**config.mk**
```make
export PLATFORM = sky130hd
export DESIGN_NAME = fetch_sequencer
export DESIGN_NICKNAME = d
export VERILOG_FILES = /design/src/rtl/fetch_pkg.sv /design/src/rtl/branch_cond_eval.sv /design/src/rtl/fetch_sequencer.sv
export SDC_FILE = /design/constraint.sdc
export NUM_CORES = 1
export LEC_CHECK = 0
export ABC_AREA = 1
export CORE_UTILIZATION = 54
export CTS_BUF_LIST = sky130_fd_sc_hd__clkbuf_2
export CTS_CLUSTER_SIZE = 30
export DETAILED_ROUTE_END_ITERATION = 12
export PLACE_DENSITY_LB_ADDON = 0.3
export SLEW_MARGIN = 10
export SYNTH_ARGS = -nofsm -noshare
export SYNTH_HDL_FRONTEND = slang
export SYNTH_SLANG_ARGS = --single-unit
```
**constraint.sdc**
```tcl
create_clock -name clk -period 2.7 [get_ports clk]
set_input_delay 0.405 -clock clk [delete_from_list [all_inputs] [get_ports clk]]
set_output_delay 0.405 -clock clk [all_outputs]
set_load 0.005 [all_outputs]
```
**src/rtl/fetch_pkg.sv**
```systemverilog
// Shared types and defaults for the fetch sequencer: branch condition codes,
// sequencer states and the default reset PC / branch offset width.
package fetch_pkg;

  localparam logic [15:0] RESET_PC_DEF = 16'h0000;
  localparam int          IMM_W_DEF    = 9;

  typedef enum logic [2:0] {
    COND_NE = 3'b000,
    COND_EQ = 3'b001,
    COND_GT = 3'b010,
    COND_LT = 3'b011,
    COND_GE = 3'b100,
    COND_LE = 3'b101,
    COND_OV = 3'b110,
    COND_AL = 3'b111
  } cond_e;

  typedef enum logic [1:0] {
    ST_RUN       = 2'd0,
    ST_HALT_PEND = 2'd1,
    ST_HALTED    = 2'd2
  } fsm_e;

endpackage

```
**src/rtl/branch_cond_eval.sv**
```systemverilog
// Combinational branch condition evaluator: condition code plus Z/N/V flags
// to a single taken bit.
module branch_cond_eval
  import fetch_pkg::*;
(
  input  logic [2:0] i_cond,
  input  logic       i_z,
  input  logic       i_n,
  input  logic       i_v,
  output logic       o_taken
);

  always_comb begin
    o_taken = 1'b0;
    case (cond_e'(i_cond))
      COND_NE: o_taken = ~i_z;
      COND_EQ: o_taken = i_z;
      COND_GT: o_taken = ~i_z & ~i_n;
      COND_LT: o_taken = i_n;
      COND_GE: o_taken = i_z | ~i_n;
      COND_LE: o_taken = i_z | i_n;
      COND_OV: o_taken = i_v;
      default: o_taken = 1'b1;
    endcase
  end

endmodule

```
**src/rtl/fetch_sequencer.sv**
```systemverilog
// Program-counter owner: req/ack instruction fetch, one-deep decode slot, branch redirect and halt.
// Define BRANCH_STATS_EN to add saturating br_total_cnt / br_taken_cnt outputs.
module fetch_sequencer
  import fetch_pkg::*;
#(
  parameter logic [15:0] RESET_PC = RESET_PC_DEF,
  parameter int          IMM_W    = IMM_W_DEF
) (
  input  logic             clk,
  input  logic             rst,
  output logic             imem_req,
  output logic [15:0]      imem_addr,
  input  logic             imem_ack,
  input  logic [15:0]      imem_data,
  output logic             inst_valid,
  output logic [15:0]      inst_out,
  output logic [15:0]      inst_pc,
  input  logic             stall,
  input  logic             br_valid,
  input  logic             br_is_reg,
  input  logic [2:0]       br_cond,
  input  logic [IMM_W-1:0] br_imm,
  input  logic [15:0]      br_base,
  input  logic [15:0]      br_reg,
  input  logic             flag_z,
  input  logic             flag_n,
  input  logic             flag_v,
  input  logic             halt,
  output logic             flush,
  output logic             halted
`ifdef BRANCH_STATS_EN
  ,
  output logic [15:0]      br_total_cnt,
  output logic [15:0]      br_taken_cnt
`endif
);

  fsm_e        r_state;
  fsm_e        w_state_next;
  logic [15:0] r_pc;
  logic [15:0] r_tgt;
  logic [15:0] r_slot_data;
  logic [15:0] r_slot_pc;
  logic        r_out;
  logic        r_drop;
  logic        r_slot_valid;

  logic        w_cond_true;
  logic        w_taken;
  logic        w_consume;
  logic        w_start;
  logic        w_ack;
  logic        w_pend_unacked;
  logic        w_keep;
  logic        w_slot_valid_next;
  logic [15:0] w_off;
  logic [15:0] w_target;

  branch_cond_eval u_cond (
    .i_cond  (br_cond),
    .i_z     (flag_z),
    .i_n     (flag_n),
    .i_v     (flag_v),
    .o_taken (w_cond_true)
  );

  assign w_off    = 16'($signed(br_imm)) << 1;
  assign w_target = br_is_reg ? br_reg : br_base + w_off;

  // rst gates the combinational starters so nothing is requested or flushed while reset is held.
  assign w_taken   = rst & br_valid & w_cond_true & (r_state != ST_HALTED);
  assign w_consume = r_slot_valid & ~stall;
  assign w_start   = rst & (r_state == ST_RUN) & ~r_out & (~r_slot_valid | w_consume)
                     & ~w_taken & ~halt;

  assign imem_req       = r_out | w_start;
  assign imem_addr      = r_pc;
  assign w_ack          = imem_req & imem_ack;
  assign w_pend_unacked = imem_req & ~imem_ack;
  assign w_keep         = w_ack & ~w_taken & ~r_drop & ~halt & (r_state == ST_RUN);

  assign w_slot_valid_next = w_taken ? 1'b0 :
                             w_keep  ? 1'b1 :
                             w_consume ? 1'b0 : r_slot_valid;

  always_ff @(posedge clk or negedge rst) begin
    if (!rst) r_state <= ST_RUN;
    else      r_state <= w_state_next;
  end

  always_comb begin
    w_state_next = r_state;
    case (r_state)
      ST_RUN:       if (halt && !w_taken) w_state_next = ST_HALT_PEND;
      ST_HALT_PEND: if (!w_pend_unacked && !w_slot_valid_next) w_state_next = ST_HALTED;
      default:      w_state_next = ST_HALTED;
    endcase
  end

  always_comb begin
    halted = (r_state == ST_HALTED);
  end

  // A redirect during an unacked fetch is parked in r_tgt so imem_addr stays put until the ack.
  always_ff @(posedge clk or negedge rst) begin
    if (!rst) begin
      r_pc         <= RESET_PC;
      r_tgt        <= '0;
      r_out        <= 1'b0;
      r_drop       <= 1'b0;
      r_slot_valid <= 1'b0;
      r_slot_data  <= '0;
      r_slot_pc    <= '0;
    end else begin
      r_out        <= w_pend_unacked;
      r_slot_valid <= w_slot_valid_next;
      if (w_keep) begin
        r_slot_data <= imem_data;
        r_slot_pc   <= r_pc;
      end
      if (w_taken && w_pend_unacked) begin
        r_tgt  <= w_target;
        r_drop <= 1'b1;
      end else if (w_taken) begin
        r_pc   <= w_target;
        r_drop <= 1'b0;
      end else if (w_ack && r_drop) begin
        r_pc   <= r_tgt;
        r_drop <= 1'b0;
      end else if (w_keep) begin
        r_pc <= r_pc + 16'd2;
      end
    end
  end

  assign inst_valid = r_slot_valid;
  assign inst_out   = r_slot_data;
  assign inst_pc    = r_slot_pc;
  assign flush      = w_taken;

`ifdef BRANCH_STATS_EN
  logic [15:0] r_br_total;
  logic [15:0] r_br_taken;

  always_ff @(posedge clk or negedge rst) begin
    if (!rst) begin
      r_br_total <= '0;
      r_br_taken <= '0;
    end else begin
      if (br_valid && (r_state != ST_HALTED) && (r_br_total != 16'hFFFF))
        r_br_total <= r_br_total + 16'd1;
      if (w_taken && (r_br_taken != 16'hFFFF))
        r_br_taken <= r_br_taken + 16'd1;
    end
  end

  assign br_total_cnt = r_br_total;
  assign br_taken_cnt = r_br_taken;
`endif

endmodule

```
==> results.json <==
{
  "outcome": "finished, final reports clean",
  "design_area_sq_mm": 0.00583,
  "post_cts.repair.setup_buffers": 0,
  "period_share_pct": 95.1,
  "cp_data_arrival_time_ns": 2.16,
  "routabilityCongestion": 0.834,
  "r2r-end": "inst_pc[12]$_DFFE_PN0P_",
  "fin_setup_tns_ns": 0,
  "required_ns": 2.30,
  "start_util_pct": 56.1,
  "grt_usage_pct": 29.0,
  "place_inst": 817,
  "drt_iter0_drc": 305,
  "critical_path.max_fanout": 22,
  "period_minus_slack_ns": 2.57,
  "die_area_sq_mm": 0.00848,
  "firstDrtPassIters": 5,
  "post-dp-hpwl_mm": 9.02,
  "p_leak_uw": 0.00283,
  "finalPower_uw": 3190,
  "netSwitchingFraction_pct": 35.5,
  "path_cells": "dlygate4sd3_1, clkbuf_4, nand3_1, a21oi_2, nand2_2, buf_4, clkinv_1, clkdlybuf4s50_1",
  "seq_area_frac_synth_pct": 39.4,
  "relSlewSlack_pct": 46.0,
  "nFillCells": 590,
  "p_clk_share_pct": 18.7,
  "grt_pass1_wl_mm": 19.4,
  "wl_per_cell_um": 14.0,
  "portBuffers": 121,
  "p_sw_uw": 1130,
  "slew_viol_final": 0,
  "htree_num_levels": 3,
  "rsz0062_at_grt": "no",
  "setup_viol": 0,
  "instances_no_fill": 834,
  "hp-class": "in -> async",
  "cts.clk_slew.worst_paths_ns": 0.19,
  "drcViolationCount": 0,
  "area_growth_syn_to_layout_pct": 33.0,
  "die_h_um": 92.1,
  "start_kind": "input pin",
  "die_w_um": 92.1,
  "worst_slew_pin_slew_ns": 0.809,
  "max_stage_delay_ns": 0.52,
  "cts_buffers": 9,
  "ant_nets": 0,
  "synth.ff_latch_count": 69,
  "grt_remaining_overflow": 0,
  "cpMaxStageDelayCell": "dlygate4sd3_1",
  "layout_common_cells": "nand2_1, clkdlybuf4s50_1, nand3_1",
  "rows": 32,
  "cp_top_family": "buffers and inverters",
  "synthDistinctLibCells": 35,
  "cts_root_buf": "clkbuf_2",
  "clkSinkCount": 69,
  "syn-cell-area_sq_mm": 0.00438,
  "layout_commonest_cell": "nand2_1",
  "p_seq_share_pct": 43.6,
  "rrSetupSlack_ns": 0.59,
  "crit_buf_inv": 5,
  "num_vias": 4455,
  "r2r_start": "r_state[0]$_DFFE_PN0P_",
  "synth.net_count": 689,
  "comb_power_share_pct": 37.7,
  "nets": 813,
  "insertion_delay_ns": 0.54,
  "final_layout_size_suffix_gt1_share_pct": 6.97,
  "yosysWarnings": 0,
  "max_freq_mhz": 389,
  "cts_tree": "yes",
  "antenna_cells": 0,
  "ir_worst_vdd_mv": 0.222,
  "finalHoldViolations": 0,
  "synth_cells": 603,
  "antenna_found_initial": 0,
  "wl_mm": 11.7,
  "ios": 122,
  "powerDensity_mw_per_mm2": 547,
  "reg2regPathDepth": 12,
  "critPathCaptureType": "output pin",
  "avgSynthCellArea_sq_um": 7.27,
  "viasPerCell": 5.34,
  "grt_max_degree": 67,
  "core_area_sq_mm": 0.00781,
  "post_dp_cell_area_sq_mm": 0.00570,
  "skew_ns": 0.0276,
  "grt_pass1_vias": 4233,
  "p_int_uw": 2060,
  "max-cap-violations": 0,
  "crit_type": "in -> out",
  "ctsLongestPathBuffers": 2
}
[what timing repair did]
item,4_1_cts,5_1_grt
resized for setup,0,2
hold endpoints to repair,3,0
endpoints found under the setup margin,0,2
hold buffers,1,0
[metrics by stage]
step | utilization [%] | worst slack, ns | hold slack [ns]
floorplan | - | 0.805 | 0.109
global placement | 73.0 | 0.100 | 0.233
detailed placement | 73.0 | 0.0260 | 0.237
CTS | 74.6 | 0.101 | 0.179
global route | 74.7 | 0.000896 | 0.192
finish | 74.7 | 0.131 | 0.198
[final cells by class]
class                      count  area (sq um)  share of cell area (%)
sequential                    69          1730                    29.6
tap                          102           128                    2.19
inverter                      70           263                    4.51
multi-input combinational    438          2240                    38.4
clock buffer                  10          50.0                   0.858
timing repair buffer         139          1360                    23.3
clock inverter                 6          63.8                    1.09
[cells by family (layout without fill, tap and decap cells)]
logic type	count (synthesis)	in the layout	share of synthesized area, %
AO/OA/AOI/OAI	82	82	10.2
adder cells (fa/ha/maj)	16	16	4.74
buffers and inverters	96	225	9.53
AND/OR/NAND/NOR	326	326	33.3
XOR/XNOR	13	13	2.60
multiplexers	1	1	0.228
flip-flops	69	69	39.4
[registers in the layout, summed over array words and instances (netlist names)]
name and cells:
imem_addr 16, r_out 1, inst_valid 1, inst_out 16, r_drop 1, r_tgt 16
r_state 2, inst_pc 16
[power by group through the flow]
stage,combinational [uW],clock (uW),sequential (uW)
global route,1340,643,1420
CTS,1200,595,1390
detailed placement,1190,0,1400
floorplan,594,0,1380
finish,1200,596,1390
global placement,1150,0,1400
[cell usage after synthesis]
library cell	count	area share, %
nand3_2	1	0.23
o21a_1	7	1.2
ha_1	15	4.3
buf_2	10	1.1
mux2i_1	1	0.23
nand4_2	1	0.29
a21oi_1	17	1.9
nand3_4	2	0.80
clkbuf_1	7	0.60
nor3_1	5	0.57
dfrtp_1	69	39
buf_6	5	1.3
fa_1	1	0.46
a21oi_2	1	0.20
nor2_1	25	2.1
or2_2	4	0.57
inv_1	68	5.8
inv_2	1	0.086
clkinv_1	1	0.086
xor2_1	13	2.6
nand2_2	3	0.43
o21ai_1	10	1.1
nor2_2	1	0.14
o211ai_1	1	0.17
o21ai_2	2	0.40
nand3b_1	2	0.34
nand4_1	18	2.6
o21bai_1	1	0.17
buf_4	2	0.34
nand2_1	176	15
a21o_1	2	0.34
nor4_1	2	0.29
nand3_1	86	9.8
buf_1	2	0.17
o21ai_0	41	4.7
[routing by layer]
layer | track usage (%) | wire length (um) | vias to the layer above
met4 | 8.72 | 176 | 0
met5 | 0 | 0 | -
met2 | 50.7 | 5890 | 181
met1 | 37.3 | 4950 | 2030
li1 | - | - | 2225
met3 | 3.73 | 642 | 19
[worst max path at each step]
stage / startpoint / to / cells past startpoint
floorplan: br_imm[0] / imem_addr[11]$_DFFE_PN0P_ / 15
global placement: br_imm[0] / imem_addr[11]$_DFFE_PN0P_ / 16
detailed placement: br_imm[0] / imem_addr[11]$_DFFE_PN0P_ / 16
CTS: r_state[0]$_DFFE_PN0P_ / imem_req / 8
global route: br_cond[1] / flush / 9
finish: rst / flush / 8
Power figures use the tool's default switching activity.
